$ cat src/rtl/rv_mem_pkg.sv
// rtl/rv_mem_pkg.sv - shared widths and loader FSM state encodings
package rv_mem_pkg;

  // Instruction word width and default word-address width of the instruction memory
  localparam int INST_W     = 32;
  localparam int ADDR_W_DEF = 8;

  // Loader FSM state encodings (CHECK only reachable with the checksum option)
  localparam logic [2:0] IDLE  = 3'd0;
  localparam logic [2:0] RECV  = 3'd1;
  localparam logic [2:0] WRITE = 3'd2;
  localparam logic [2:0] DONE  = 3'd3;
  localparam logic [2:0] CHECK = 3'd4;

endpackage

$ cat src/rtl/imem_loader_if.sv
// rtl/imem_loader_if.sv - load control, byte stream and imem write bus of the loader
interface imem_loader_if #(
  parameter int ADDR_W = rv_mem_pkg::ADDR_W_DEF
);
  logic                          load_start;
  logic [ADDR_W:0]               load_len;
  logic                          in_valid;
  logic [7:0]                    in_data;
  logic                          in_ready;
  logic                          imem_we;
  logic [ADDR_W-1:0]             imem_addr;
  logic [rv_mem_pkg::INST_W-1:0] imem_wdata;
  logic                          core_hold;
  logic                          done;
  logic                          err;

  // Host / program source side
  modport master (
    output load_start, load_len, in_valid, in_data,
    input  in_ready, imem_we, imem_addr, imem_wdata, core_hold, done, err
  );

  // Loader side
  modport slave (
    input  load_start, load_len, in_valid, in_data,
    output in_ready, imem_we, imem_addr, imem_wdata, core_hold, done, err
  );
endinterface

$ cat src/rtl/imem_loader_byte_assembler.sv
// rtl/imem_loader_byte_assembler.sv - 4-byte little-endian word assembler with byte counter
module byte_assembler
  import rv_mem_pkg::*;
(
  input  logic              clk,
  input  logic              reset,
  input  logic              clear,
  input  logic              byte_valid,
  input  logic [7:0]        byte_data,
  output logic [INST_W-1:0] word,
  output logic              word_valid
);

  logic [1:0]  byte_cnt;
  logic [23:0] low_bytes;

  // The fourth byte is combined directly so the word is usable in the cycle it arrives
  assign word       = {byte_data, low_bytes};
  assign word_valid = byte_valid && (byte_cnt == 2'd3);

  // Shift accepted bytes in from the top; the counter wraps to 0 after each full word
  always_ff @(posedge clk) begin
    if (reset || clear) begin
      byte_cnt  <= 2'd0;
      low_bytes <= 24'd0;
    end else if (byte_valid) begin
      byte_cnt  <= byte_cnt + 2'd1;
      low_bytes <= {byte_data, low_bytes[23:8]};
    end
  end

endmodule

$ cat src/rtl/imem_loader.sv
// rtl/imem_loader.sv - byte-stream program loader into instruction memory; option IMEM_LOADER_CHECKSUM_EN
module imem_loader
  import rv_mem_pkg::*;
#(
  parameter int ADDR_W = ADDR_W_DEF
) (
  input logic          clk,
  input logic          reset,
  imem_loader_if.slave bus
);

  localparam logic [ADDR_W:0] DEPTH_L = {1'b1, {ADDR_W{1'b0}}};

  logic [2:0]              state;
  logic [ADDR_W:0]         len_q;
  logic [ADDR_W-1:0]       index;
  logic                    we_q;
  logic [ADDR_W-1:0]       addr_q;
  logic [INST_W-1:0]       wdata_q;
  logic                    hold_q;
  logic                    done_q;
  logic                    err_q;
  logic                    in_ready;
  logic                    accept;
  logic                    start_req;
  logic                    len_ok;
  logic                    last_word;
  logic [INST_W-1:0]       word;
  logic                    word_valid;
`ifdef IMEM_LOADER_CHECKSUM_EN
  logic [INST_W-1:0]       sum_q;
`endif

  assign in_ready  = (state == RECV) || (state == CHECK);
  assign accept    = bus.in_valid && in_ready;
  assign start_req = bus.load_start && ((state == IDLE) || (state == DONE));
  assign len_ok    = (bus.load_len != '0) && (bus.load_len <= DEPTH_L);
  assign last_word = ({1'b0, index} == (len_q - 1'b1));

  assign bus.in_ready   = in_ready;
  assign bus.imem_we    = we_q;
  assign bus.imem_addr  = addr_q;
  assign bus.imem_wdata = wdata_q;
  assign bus.core_hold  = hold_q;
  assign bus.done       = done_q;
  assign bus.err        = err_q;

  // One assembler serves both the program words and the trailing checksum word
  byte_assembler u_asm (
    .clk        (clk),
    .reset      (reset),
    .clear      (start_req && len_ok),
    .byte_valid (accept),
    .byte_data  (bus.in_data),
    .word       (word),
    .word_valid (word_valid)
  );

  // Loader FSM; write strobe is registered so it lands in the WRITE cycle
  always_ff @(posedge clk) begin
    if (reset) begin
      state   <= IDLE;
      len_q   <= '0;
      index   <= '0;
      we_q    <= 1'b0;
      addr_q  <= '0;
      wdata_q <= '0;
      hold_q  <= 1'b0;
      done_q  <= 1'b0;
      err_q   <= 1'b0;
`ifdef IMEM_LOADER_CHECKSUM_EN
      sum_q   <= '0;
`endif
    end else begin
      we_q <= 1'b0;
      case (state)
        IDLE, DONE: begin
          if (bus.load_start) begin
            done_q <= 1'b0;
            if (len_ok) begin
              len_q  <= bus.load_len;
              index  <= '0;
              err_q  <= 1'b0;
              hold_q <= 1'b1;
              state  <= RECV;
`ifdef IMEM_LOADER_CHECKSUM_EN
              sum_q  <= '0;
`endif
            end else begin
              err_q  <= 1'b1;
              hold_q <= 1'b0;
              state  <= IDLE;
            end
          end
        end
        RECV: begin
          if (word_valid) begin
            we_q    <= 1'b1;
            addr_q  <= index;
            wdata_q <= word;
            state   <= WRITE;
`ifdef IMEM_LOADER_CHECKSUM_EN
            sum_q   <= sum_q + word;
`endif
          end
        end
        WRITE: begin
          if (last_word) begin
`ifdef IMEM_LOADER_CHECKSUM_EN
            state  <= CHECK;
`else
            state  <= DONE;
            done_q <= 1'b1;
            hold_q <= 1'b0;
`endif
          end else begin
            index <= index + 1'b1;
            state <= RECV;
          end
        end
`ifdef IMEM_LOADER_CHECKSUM_EN
        CHECK: begin
          if (word_valid) begin
            state  <= DONE;
            hold_q <= 1'b0;
            if (word == sum_q) begin
              done_q <= 1'b1;
            end else begin
              err_q  <= 1'b1;
            end
          end
        end
`endif
        default: state <= IDLE;
      endcase
    end
  end

endmodule

$ cat src/flat_wrapper.sv
// flat-port wrapper written by rule: the top's interface ports become plain ports
module imem_loader_flat import rv_mem_pkg::*;
#(
  parameter int ADDR_W = ADDR_W_DEF
)
  (clk, reset, bus_load_start, bus_load_len, bus_in_valid, bus_in_data, bus_in_ready, bus_imem_we, bus_imem_addr, bus_imem_wdata, bus_core_hold, bus_done, bus_err);
  imem_loader_if #(.ADDR_W(ADDR_W)) bus_i ();
  input logic clk;
  input logic reset;
  input wire logic [$bits(bus_i.load_start)-1:0] bus_load_start;
  input wire logic [$bits(bus_i.load_len)-1:0] bus_load_len;
  input wire logic [$bits(bus_i.in_valid)-1:0] bus_in_valid;
  input wire logic [$bits(bus_i.in_data)-1:0] bus_in_data;
  output wire logic [$bits(bus_i.in_ready)-1:0] bus_in_ready;
  output wire logic [$bits(bus_i.imem_we)-1:0] bus_imem_we;
  output wire logic [$bits(bus_i.imem_addr)-1:0] bus_imem_addr;
  output wire logic [$bits(bus_i.imem_wdata)-1:0] bus_imem_wdata;
  output wire logic [$bits(bus_i.core_hold)-1:0] bus_core_hold;
  output wire logic [$bits(bus_i.done)-1:0] bus_done;
  output wire logic [$bits(bus_i.err)-1:0] bus_err;
  assign bus_i.load_start = bus_load_start;
  assign bus_i.load_len = bus_load_len;
  assign bus_i.in_valid = bus_in_valid;
  assign bus_i.in_data = bus_in_data;
  assign bus_in_ready = bus_i.in_ready;
  assign bus_imem_we = bus_i.imem_we;
  assign bus_imem_addr = bus_i.imem_addr;
  assign bus_imem_wdata = bus_i.imem_wdata;
  assign bus_core_hold = bus_i.core_hold;
  assign bus_done = bus_i.done;
  assign bus_err = bus_i.err;
  imem_loader #(.ADDR_W(ADDR_W)) u_core (.clk(clk), .reset(reset), .bus(bus_i));
endmodule
$ cat config.mk
export PLATFORM = sky130hd
export DESIGN_NAME = imem_loader_flat
export DESIGN_NICKNAME = d
export VERILOG_FILES = /design/src/rtl/rv_mem_pkg.sv /design/src/rtl/imem_loader_if.sv /design/src/rtl/imem_loader_byte_assembler.sv /design/src/rtl/imem_loader.sv /design/src/flat_wrapper.sv
export SDC_FILE = /design/constraint.sdc
export NUM_CORES = 1
export LEC_CHECK = 0
export BUFFER_PORTS_ARGS = -buffer_cell sky130_fd_sc_hd__buf_2
export CAP_MARGIN = 20
export CELL_PAD_IN_SITES_DETAIL_PLACEMENT = 0
export CELL_PAD_IN_SITES_GLOBAL_PLACEMENT = 2
export CORE_ASPECT_RATIO = 1.25
export CORE_MARGIN = 2
export CORE_UTILIZATION = 30
export CTS_BUF_LIST = sky130_fd_sc_hd__clkbuf_2 sky130_fd_sc_hd__clkbuf_4 sky130_fd_sc_hd__clkbuf_8
export DETAILED_ROUTE_END_ITERATION = 12
export GPL_TIMING_DRIVEN = 0
export PLACE_DENSITY = 0.79
export SKIP_CTS_REPAIR_TIMING = 1
export SLEW_MARGIN = 10
export SYNTH_ARGS = -nofsm -noshare
export SYNTH_HDL_FRONTEND = slang
export SYNTH_SLANG_ARGS = --single-unit
export TNS_END_PERCENT = 1
$ cat constraint.sdc
create_clock -name clk -period 2.05 [get_ports clk]
set_input_delay 0.205 -clock clk [delete_from_list [all_inputs] [get_ports clk]]
set_output_delay 0.205 -clock clk [all_outputs]
set_load 0.1 [all_outputs]
== Word-level counts from Yosys, hierarchy flattened ==
Cells that the tools add are included.
Operators by class
  $add $sub $neg: 3
  magnitude comparators: 1
  equal/unequal tests: 11
  muxes and demuxes: 18
  bitwise logic cells: 1
  reductions and logical operators: 19
Operator list (number)
  two-way mux 8 bit: 3
  one-hot mux 8 bit (2 select lines): 1
  equality test 8 x 9 -> 1 bit: 1
  less-or-equal comparator 9 bit, second input constant: 1
  one-hot mux 3 bit (3 select lines): 1
  nonzero test 9 bit: 1
  subtractor 9 x 1 -> 9 bit, second input constant: 1
  adder 8 x 1 -> 8 bit, second input constant: 1
  two-way mux 1 bit: 8
  equality test 3 x 2 -> 1 bit, second input constant: 2
  two-way mux 3 bit: 2
  != test 2 bit, second input constant: 3
  AND reduction 2 bit: 3
  AND reduction 3 bit: 2
  logical AND 1 bit: 5
  != test 2 x 1 -> 1 bit, second input constant: 2
  one-hot mux 1 bit (2 select lines): 2
  AND reduction 4 bit: 1
  OR reduction 2 bit: 2
  equality test 3 x 1 -> 1 bit, second input constant: 1
  equality test 3 bit, second input constant: 1
  zero test 3 bit: 1
  logical OR 1 bit: 3
  adder 2 x 1 -> 2 bit, second input constant: 1
  4 further kinds: 4
Word-level totals
  flip-flop bits (word level): 90
  output and inout bits: 45

== Longest topological paths before layout ==
Gate-level depths: netlist (run 1).
  depth in word-level cells: 6
  gate-level depth with buffers: 9
  depth with buffers taken out: 8

== Cells and area by module ==
From an unflattened synthesis (run 1), not the netlist that was laid out.
Second synthesis, totals
  cell total of the unflattened synthesis: 451
  area, all modules: 3893.7 µm²
Modules (own cells, without submodules)
  imem_loader: times used 1, cells each 356, area each 2854.0 µm², sequential area each 1261.2 µm²
  byte_assembler: times used 1, cells each 95, area each 1039.7 µm², sequential area each 520.5 µm²

== Worst setup path after synthesis (run 1) ==
Ideal clock, no wire load.
  path type: register -> register
  start point: reg u_core.state[1]
  end point: reg u_core.state[0]
  arrival: 2.332 ns
  required time: 1.959 ns
  setup slack: -0.373 ns
  stages on the path, launching flop included: 9
  cells stage by stage: dfxtp_1 > inv_1 > ha_1 > and2_1 > clkbuf_1 > nand2_1 > a21oi_1 > nor2_1 > a311oi_1
Between the ends
  cells in the longest elaborated chain, start to end: 6
Ends and longest elaborated chain
  start: declaration: RTL line imem_loader.sv:14  | logic [2:0] state;
  start signal: assignment: RTL line imem_loader.sv:62  | state <= IDLE;
  start signal: assignment: RTL line imem_loader.sv:85  | state <= RECV;
  start signal: assignment: RTL line imem_loader.sv:92  | state <= IDLE;
  equality test 3 x 1 -> 1 bit or equality test 3 bit (tied branches): RTL line imem_loader.sv:34  | assign in_ready = (state == RECV) || (state == CHECK);
  logical OR 1 bit (*): RTL line imem_loader.sv:34
  via bus_in_ready: RTL line flat_wrapper.sv:14  | output wire logic [$bits(bus_i.in_ready)-1:0] bus_in_ready;
  logical AND 1 bit (*): RTL line imem_loader.sv:35  | assign accept = bus.in_valid && in_ready;
  logical AND 1 bit (*): RTL line imem_loader_byte_assembler.sv:19  | assign word_valid = byte_valid && (byte_cnt == 2'd3);
  != test 2 bit (no line) (*)
  AND reduction 2 bit (no line) (*)
Mark *: on every way through the listed nets, which the timed path passes. The rest lies on a longest branch.
A chain may end at the register's enable or synchronous reset.

== Worst setup path after layout (run 1) ==
  start point: reg u_core.len_q[2]
  end point: reg u_core.index[4]
Between the ends
  cells in the longest elaborated chain, start to end: 4
Ends and longest elaborated chain
  start: declaration: RTL line imem_loader.sv:15  | logic [ADDR_W:0] len_q;
  start signal: assignment: RTL line imem_loader.sv:81  | len_q <= bus.load_len;
  subtractor 9 x 1 -> 9 bit: RTL line imem_loader.sv:38  | assign last_word = ({1'b0, index} == (len_q - 1'b1));
  equality test 8 x 9 -> 1 bit: RTL line imem_loader.sv:38
  != test 2 bit (no line)
  AND reduction 4 bit (no line)
  end signal: assignment: RTL line imem_loader.sv:117  | index <= index + 1'b1;
  end: declaration: RTL line imem_loader.sv:16  | logic [ADDR_W-1:0] index;
Every way passes these cells.

==> results of run 1 <==
-- layout by cell type (no fill, tap or decap), types with 2 or more instances in the layout --
master / Yosys / layout
nand2_1: 140 / 140
dfxtp_1: 89 / 84
a21oi_1: 73 / 72
buf_2: 3 / 68
nor2_1: 24 / 24
clkbuf_1: 22 / 16
clkbuf_8: 0 / 12
mux2i_1: 10 / 10
inv_1: 9 / 9
nand3_1: 7 / 7
nand4_1: 6 / 6
nor3_1: 6 / 6
xor2_1: 5 / 5
buf_4: 0 / 5
and2_1: 4 / 4
xnor2_1: 4 / 4
nand2b_1: 4 / 4
o21ai_2: 1 / 3
and3_1: 3 / 3
clkbuf_2: 0 / 3
a31o_1: 3 / 3
o21ai_1: 3 / 3
ha_1: 5 / 3
dfxtp_4: 0 / 3
or4_4: 1 / 2
nor2b_1: 2 / 2
nand4b_1: 2 / 2
o21ai_0: 4 / 2
o2111ai_4: 0 / 2
a21boi_2: 2 / 2
clkinv_2: 0 / 2
dfxtp_2: 0 / 2
-- per-layer routing --
metal / wire length [um] / vias to the layer above
met1: 4200 / 1559
met4: 146 / 0
li1: - / 1697
met2: 4951 / 62
met3: 362 / 8
met5: 0 / -
-- where the power goes --
group          switching (uW)  total (uW)  leakage [uW]  internal, uW
logic                     684        1030      0.000893           342
clock network             635        1300      0.000113           665
registers                 101        1910      0.000722          1810
-- kinds of logic (layout without fill, tap and decap cells) --
family                     count (synthesis)  in the layout  synth area share, %
xor gates and xnor gates                   9              9                2.141
and+or+nand+nor                          210            210                25.25
adders and majority gates                  5              5                1.699
DFF                                       89             89                48.39
buffers and inverters                     36            119                3.975
AOI/OAI and AO/OA                         99            100                15.83
muxes                                     10             10                2.718
-- cell usage after synthesis (3+ instances only) --
cell and count:
nor3_1 6, nand2b_1 4, xnor2_1 4, nor2_1 24
mux2i_1 10, dfxtp_1 89, nand4_1 6, o21ai_1 3
nand3_1 7, xor2_1 5, a31o_1 3, buf_2 3
o21ai_0 4, and3_1 3, a21oi_1 73, inv_1 9
clkbuf_1 22, ha_1 5, and2_1 4, nand2_1 140
-- cell type report --
cell class / count / area share, %
well taps: 164 / 4.483
repair buffers: 70 / 7.928
plain buffers: 24 / 2.296
clock inverters: 4 / 1.066
multi-input cells: 334 / 40.65
flip-flops and latches: 89 / 39.23
inverters: 9 / 0.7381
clock buffers: 12 / 3.609
-- registers in the layout, indices dropped and copies added, names as in the netlist --
| register | cells |
|---|---|
| u_core.bus.imem_we | 1 |
| u_core.bus.err | 1 |
| u_core.bus.done | 1 |
| u_core.bus.core_hold | 1 |
| u_core.bus.imem_addr | 8 |
| u_core.state | 2 |
| u_core.u_asm.low_bytes | 24 |
| u_core.len_q | 9 |
| u_core.bus.imem_wdata | 32 |
| u_core.u_asm.byte_cnt | 2 |
| u_core.index | 8 |
-- per-stage QoR --
step                      setup TNS, ns  hold slack [ns]
after floorplan                -0.06679           0.3410
after detailed placement         -14.21           0.4445
after global placement           -13.86           0.4429
after CTS                        -5.851          0.06322
final                           -0.1257          0.08772
after global routing             -3.778          0.08158
-- worst min path at each step --
stage | from | to | slack (ns) | cells after the start
2_1_floorplan | bus_in_data[0] | u_core.u_asm.low_bytes[16] | 0.34 | 2
3_3_place_gp | u_core.bus.imem_wdata[27] | u_core.bus.imem_wdata[27] | 0.44 | 2
4_1_cts | bus_load_len[2] | u_core.len_q[2] | 0.06 | 3
3_5_place_dp | u_core.bus.imem_addr[7] | u_core.bus.imem_addr[7] | 0.44 | 2
6_report | bus_load_len[2] | u_core.len_q[2] | 0.09 | 3
5_1_grt | bus_load_len[2] | u_core.len_q[2] | 0.08 | 3
-- critical path, cell delays in order (launching register included) --
cell      delay [ns]
dfxtp_4         0.39
or4_4           0.55
o21ai_2         0.18
a21oi_4         0.11
o2111a_2        0.31
or4b_1          0.46
o21ai_1         0.08
==> results.yml, run 1 <==
final_layout:
  fill_cells: 1331
  diodes: 0
  final_cells: 706
  fin_util_pct: 37.99
  design.final.nets: 563
  final_cell_area_um2: 4577
  syn_to_final_growth_pct: 24.29
  drive_above_1_share_pct: 21.59
  multi_input_area_um2: 1861
  seqCellArea_um2: 1795
cts:
  numCtsBuffers: 9
  max-clock-path-buffers: 2
  cts_tree: "yes"
  clk_latency_ns: 0.36
  path_clk_slew_ns: 0.09
  cts-root-buf: "clkbuf_8"
  clock_sinks: 89
  htreeDepth: 3
drt:
  via_count: 3326
  drc: 0
  drt-total-wl_um: 9662
  ant_nets: 0
  wire_per_inst_um: 13.69
  drtIter0Drc: 103
  first_pass_iters: 4
  vias_per_cell: 4.711
global_routing:
  first_global_vias: 3155
  met3_usage_pct: 3.326
  antenna_found_initial: 0
  grt-busiest-layer: "met2"
  met1_usage_pct: 18.49
  grt_max_degree: 15
  grt_util_all_layers_pct: 15.30
  gr-total-overflow: 0
  grt_pass1_wl_um: 15580
  met2_usage_pct: 26.01
sta:
  slew_headroom_pct: 66.44
  worst_pin_slew_ns: 0.5035
  hold_viol_final: 0
  period_needed_ns: 2.140
  fmax_mhz: 467.4
  drv_slew: 0
  setup_viol: 2
  rsz0062_at_grt: "yes"
  clock_skew_ns: 0.008600
  fin_ws_ns: -0.08969
  min_period_over_period_pct: 104.4
placement:
  portBuffers: 65
  place.gp.congestion: 0.7891
  dpl.hpwl_um: 7026
  pre_cts_ws_ns: -0.4684
  post-place-cells: 687
  dpl_cell_area_um2: 4227
critical_path:
  cp-startpoint: "u_core.len_q[2]"
  cp-end-kind: "flip-flop"
  crit_path_max_fanout: 9
  reg2reg_from: "u_core.len_q[2]"
  reg2reg_to: "u_core.index[4]"
  cp-start-kind: "flip-flop"
  critPathRequiredTime_ns: 2.35
  reg2reg_slack_ns: -0.09
  arrival_ns: 2.44
  r2r_cells: 6
  worstSetupEndpoint: "u_core.index[4]"
  crit_type: "reg -> reg"
yosys:
  synth_cell_types: 50
  syn_avg_cell_area_um2: 8.040
  synth_edf_count: 0
  synth.top_cells.by_area: "dfxtp_1 48%, nand2_1 14%, a21oi_1 9.9%"
  synth_area_um2: 3682
  syn_inst: 458
  syn_nets: 484
  async_reset_ff_share_pct: 0
  synth_top_cell_area_share_pct: 48.39
  ys.flop_type: "dfxtp_1"
  synth_seq_cells: 89
  synth-seq-area-share_pct: 48.39
  yosysTopAreaCell: "dfxtp_1"
  yosys_warnings: 0
floorplan:
  fp-row-count: 45
  die-width_um: 103.1
  pin_count: 66
  dieArea_um2: 13180
  die_h_um: 127.9
  core_area_um2: 12050
  initial_core_util_pct: 30.56
power:
  irDropWorstVdd_mv: 0.3491
  power_density_nw_per_um2: 925.8
  power_leakage_uw: 0.001728
  total_power_uw: 4237
run_status:
  outcome: "finished with violations"
  violations: "negative setup slack"
job:
  cap_violations: 0
worst_hold_path:
  holdCritPathClass: "in -> reg"
Power figures use the tool's default switching activity.
==> inputs of run 2 (changes only) <==
Settings changed: PLACE_DENSITY 0.79 to default, PLACE_DENSITY_LB_ADDON from default to 0.1.
==> results.yml, run 2 (synthesis gave the netlist of run 1 again) <==
run_status:
  outcome: "finished with violations"
  violations: "negative setup slack"
placement:
  portBuffers: 65
  dpl.hpwl_um: 7461
  pre_cts_ws_ns: -0.5309
  place.gp.congestion: 0.7670
sta:
  hold_slack_ns: 0.08231
  fmax_mhz: 471.4
  period_needed_ns: 2.121
  clock_skew_ns: 0.01055
  fin_ws_ns: -0.07112
  rsz0062_at_grt: "yes"
  setup_viol: 2
  worst_pin_slew_ns: 0.5393
  hold_viol_final: 0
  drv_slew: 0
  slew_headroom_pct: 64.05
  min_period_over_period_pct: 103.5
critical_path:
  arrival_ns: 2.42
  r2r_cells: 6
  path_depth: 6
  reg2reg_to: "u_core.index[4]"
  crit_path_max_fanout: 7
  reg2reg_from: "u_core.len_q[2]"
  cp-start-kind: "flip-flop"
  reg2reg_slack_ns: -0.07
  slowest_stage: "or4_4"
  max_stage_delay_ns: 0.57
  path_cells: "or4_4 > o21ai_4 > a21oi_4 > o2111a_2 > or4b_1 > o21ai_1"
  crit_type: "reg -> reg"
  cp-end-kind: "flip-flop"
  critPathBufInv: 0
  critPathRequiredTime_ns: 2.35
  critical-path-top-delay-family: "simple AND/OR/NAND/NOR gates"
final_layout:
  largest_register_ff_count: 32
  drive_above_1_share_pct: 21.67
  layout_common_cells: "140 x nand2_1, 85 x dfxtp_1, 72 x a21oi_1"
  multi_input_area_um2: 1869
  syn_to_final_growth_pct: 23.48
  final_common_cell: "nand2_1"
  fill_cells: 1347
  design.final.nets: 563
  seqCellArea_um2: 1794
  diodes: 0
cts:
  cts-root-buf: "clkbuf_8"
  clock_sinks: 89
  path_clk_slew_ns: 0.09
  htreeDepth: 3
  cts_tree: "yes"
  clk_latency_ns: 0.36
  numCtsBuffers: 9
  max-clock-path-buffers: 2
floorplan:
  initial_core_util_pct: 30.56
  die-width_um: 103.1
  dieArea_um2: 13180
  die_h_um: 127.9
  pin_count: 66
  core_area_um2: 12050
  fp-row-count: 45
drt:
  drc: 0
  drt-total-wl_um: 10330
  wire_per_inst_um: 14.67
  drtIter0Drc: 75
  vias_per_cell: 4.658
  first_pass_iters: 4
  ant_nets: 0
  via_count: 3279
worst_hold_path:
  min_from: "bus_load_len[3]"
  worstHoldPathCells: 3
  holdPathEnd: "u_core.len_q[3]"
  holdCritPathClass: "in -> reg"
job:
  cap_violations: 0
global_routing:
  antenna_found_initial: 0
  grt_util_all_layers_pct: 16.36
  first_global_vias: 3243
  grt_pass1_wl_um: 16490
  grt_max_degree: 14
  gr-total-overflow: 0
power:
  power_density_nw_per_um2: 899.5
  irDropWorstVdd_mv: 0.3414
  power_leakage_uw: 0.001708
==> run 2: power by group <==
group	switching, uW	leakage [uW]	internal, uW
clock	616	0.0000871	490
sequential	103	0.000721	1810
combinational	706	0.000900	366
total	1420	0.00171	2670
==> run 2: area by class of cell <==
| class | instances | share of cell area [%] |
|---|---|---|
| Multi-Input combinational cell | 334 | 41.11 |
| Sequential cell | 89 | 39.46 |
| Timing Repair Buffer | 70 | 7.980 |
| Tap cell | 164 | 4.513 |
| Clock buffer | 11 | 3.330 |
| Buffer | 24 | 2.477 |
| Inverter | 9 | 0.7430 |
| Clock inverter | 3 | 0.3853 |
==> run 2: worst min-delay path, cell delays in order <==
cell and delay (ns):
buf_2 0.09, mux2i_1 0.06, nor2_1 0.07
==> run 2: metal layers <==
| metal | track usage (%) | vias up | part of all wire [%] |
|---|---|---|---|
| li1 | - | 1694 | - |
| met1 | 19.32 | 1535 | 42 |
| met2 | 29.37 | 36 | 54 |
| met3 | 3.162 | 14 | 2.8 |
| met4 | 5.108 | 0 | 1.6 |
| met5 | 0 | - | 0 |
==> run 2: stage by stage <==
stage	area (um^2)	power (uW)	utilization, %	TNS [ns]	cells
after global routing	4547	4356	37.74	-1.385	704
after CTS	4395	4006	36.48	-6.912	701
after global placement	4227	2881	35.08	-15.33	687
final	4547	4090	37.74	-0.09014	704
after floorplan	3696	2664	-	-0.06679	458
after detailed placement	4227	2891	35.08	-15.87	687
==> run 2: worst max-delay path by stage <==
| stage | slack, ns | startpoint | to |
|---|---|---|---|
| after floorplan | -0.03 | u_core.len_q[2] | u_core.index[4] |
| after global placement | -0.52 | bus_load_len[0] | u_core.u_asm.byte_cnt[0] |
| after detailed placement | -0.53 | bus_load_len[0] | u_core.u_asm.byte_cnt[0] |
| after CTS | -0.39 | u_core.len_q[0] | u_core.index[2] |
| after global routing | -0.16 | u_core.len_q[2] | u_core.index[4] |
| final | -0.07 | u_core.len_q[2] | u_core.index[4] |
==> inputs of run 3 (changes only) <==
Settings changed: SETUP_SLACK_MARGIN from default to 0.5.
==> results.yml, run 3 (synthesis gave the netlist of run 1 again) <==
run_status:
  outcome: "finished with violations"
  violations: "negative setup slack"
final_layout:
  design.final.nets: 564
  final_cells: 707
  layout_common_cells: "138 x nand2_1, 87 x dfxtp_1, 72 x a21oi_1"
  largest_register_ff_count: 32
  syn_to_final_growth_pct: 24.57
  diodes: 0
  drive_above_1_share_pct: 21.55
  final_common_cell: "nand2_1"
power:
  irDropWorstVdd_mv: 0.5724
  power_leakage_uw: 0.001730
  power_density_nw_per_um2: 933.4
cts:
  path_clk_slew_ns: 0.09
  numCtsBuffers: 9
  cts-root-buf: "clkbuf_8"
  htreeDepth: 3
  clk_latency_ns: 0.36
  clock_sinks: 89
  cts_tree: "yes"
  max-clock-path-buffers: 2
sta:
  rsz0062_at_grt: "yes"
  worst_pin_slew_ns: 0.5084
  fin_ws_ns: -0.1305
  hold_slack_ns: 0.09068
  min_period_over_period_pct: 106.4
  slew_headroom_pct: 66.11
  period_needed_ns: 2.181
  tns_ns: -0.3896
  hold_viol_final: 0
  clock_skew_ns: 0.008382
  setup_viol: 10
  drv_slew: 0
  fmax_mhz: 458.6
drt:
  wire_per_inst_um: 14.45
  drt-total-wl_um: 10220
  first_pass_iters: 4
  drc: 0
  vias_per_cell: 4.669
  drtIter0Drc: 82
  via_count: 3301
  ant_nets: 0
floorplan:
  die-width_um: 103.1
  initial_core_util_pct: 30.56
  pin_count: 66
  fp-row-count: 45
  core_area_um2: 12050
  die_h_um: 127.9
  dieArea_um2: 13180
global_routing:
  antenna_found_initial: 0
  grt_util_all_layers_pct: 15.87
  first_global_vias: 3207
  grt_pass1_wl_um: 16080
  grt_max_degree: 14
  gr-total-overflow: 0
critical_path:
  critical-path-top-delay-family: "simple AND/OR/NAND/NOR gates"
  max_stage_delay_ns: 0.54
  crit_type: "reg -> reg"
  cp-end-kind: "flip-flop"
  arrival_ns: 2.47
  cp-start-kind: "flip-flop"
  slowest_stage: "or4_4"
  path_cells: "clkbuf_8 > or4_4 > o21ai_4 > a21oi_4 > o2111a_2 > or4b_1 > o21ai_1"
  crit_path_max_fanout: 7
  critPathBufInv: 1
  critPathRequiredTime_ns: 2.34
placement:
  dpl.hpwl_um: 7489
  post-place-cells: 687
  place.gp.congestion: 0.7741
  portBuffers: 65
job:
  cap_violations: 0
worst_hold_path:
  holdCritPathClass: "in -> reg"
-- run 3: cell types whose count changed in the layout (fill, tap and decap cells not counted), sizes merged --
| cell | change |
|---|---|
| clkbuf | +6 |
| buf | -2 |
| bufinv | +1 |
| clkinv | -1 |
| clkinvlp | -1 |
-- run 3: worst min-delay path: cells and delay by family --
kind	cells	cell delay (ns)
multiplexers	1	0.06
AND/OR/NAND/NOR	1	0.07
buffers and inverters	1	0.08
-- run 3: report_power, final --
group	switching (uW)	internal, uW
combinational	714	370
clock	610	691
sequential	88.3	1810
total	1410	2870
-- run 3: final cells by class --
cell class,count,area [um^2]
clock buffer,14,180.2
tap,164,205.2
sequential,89,1787
multi-input combinational,334,1857
clock inverter,2,35.03
fill,1362,7462
timing repair buffer,68,347.8
inverter,9,33.78
buffer,27,141.4
-- run 3: per-stage QoR --
step	util [%]	setup WS, ns	cell area (um^2)	power (uW)
3_3_place_gp	35.39	-0.4851	4264	2910
3_5_place_dp	35.39	-0.5016	4264	2923
6_report	38.07	-0.1305	4587	4281
2_1_floorplan	-	0.003435	3734	2692
4_1_cts	37.18	-0.3115	4479	4243
5_1_grt	38.07	-0.2313	4587	4522
-- run 3: worst paths after layout --
| check | start | cells after the start | slack [ns] | endpoint |
|---|---|---|---|---|
| worst min register to register | u_core.bus.imem_wdata[19] | 2 | 0.46 | u_core.bus.imem_wdata[19] |
| worst max-delay path | u_core.len_q[3] | 7 | -0.13 | u_core.index[4] |
| worst max register to register | u_core.len_q[3] | 7 | -0.13 | u_core.index[4] |
| worst min-delay path | bus_load_len[3] | 3 | 0.09 | u_core.len_q[3] |
-- run 3: per-layer routing --
layer,vias up,global-route usage (%),share of wire (%)
met5,-,0,0
met4,0,4.644,0.97
met3,8,3.435,3.1
met2,50,28.61,53
met1,1544,18.54,43
li1,1699,-,-
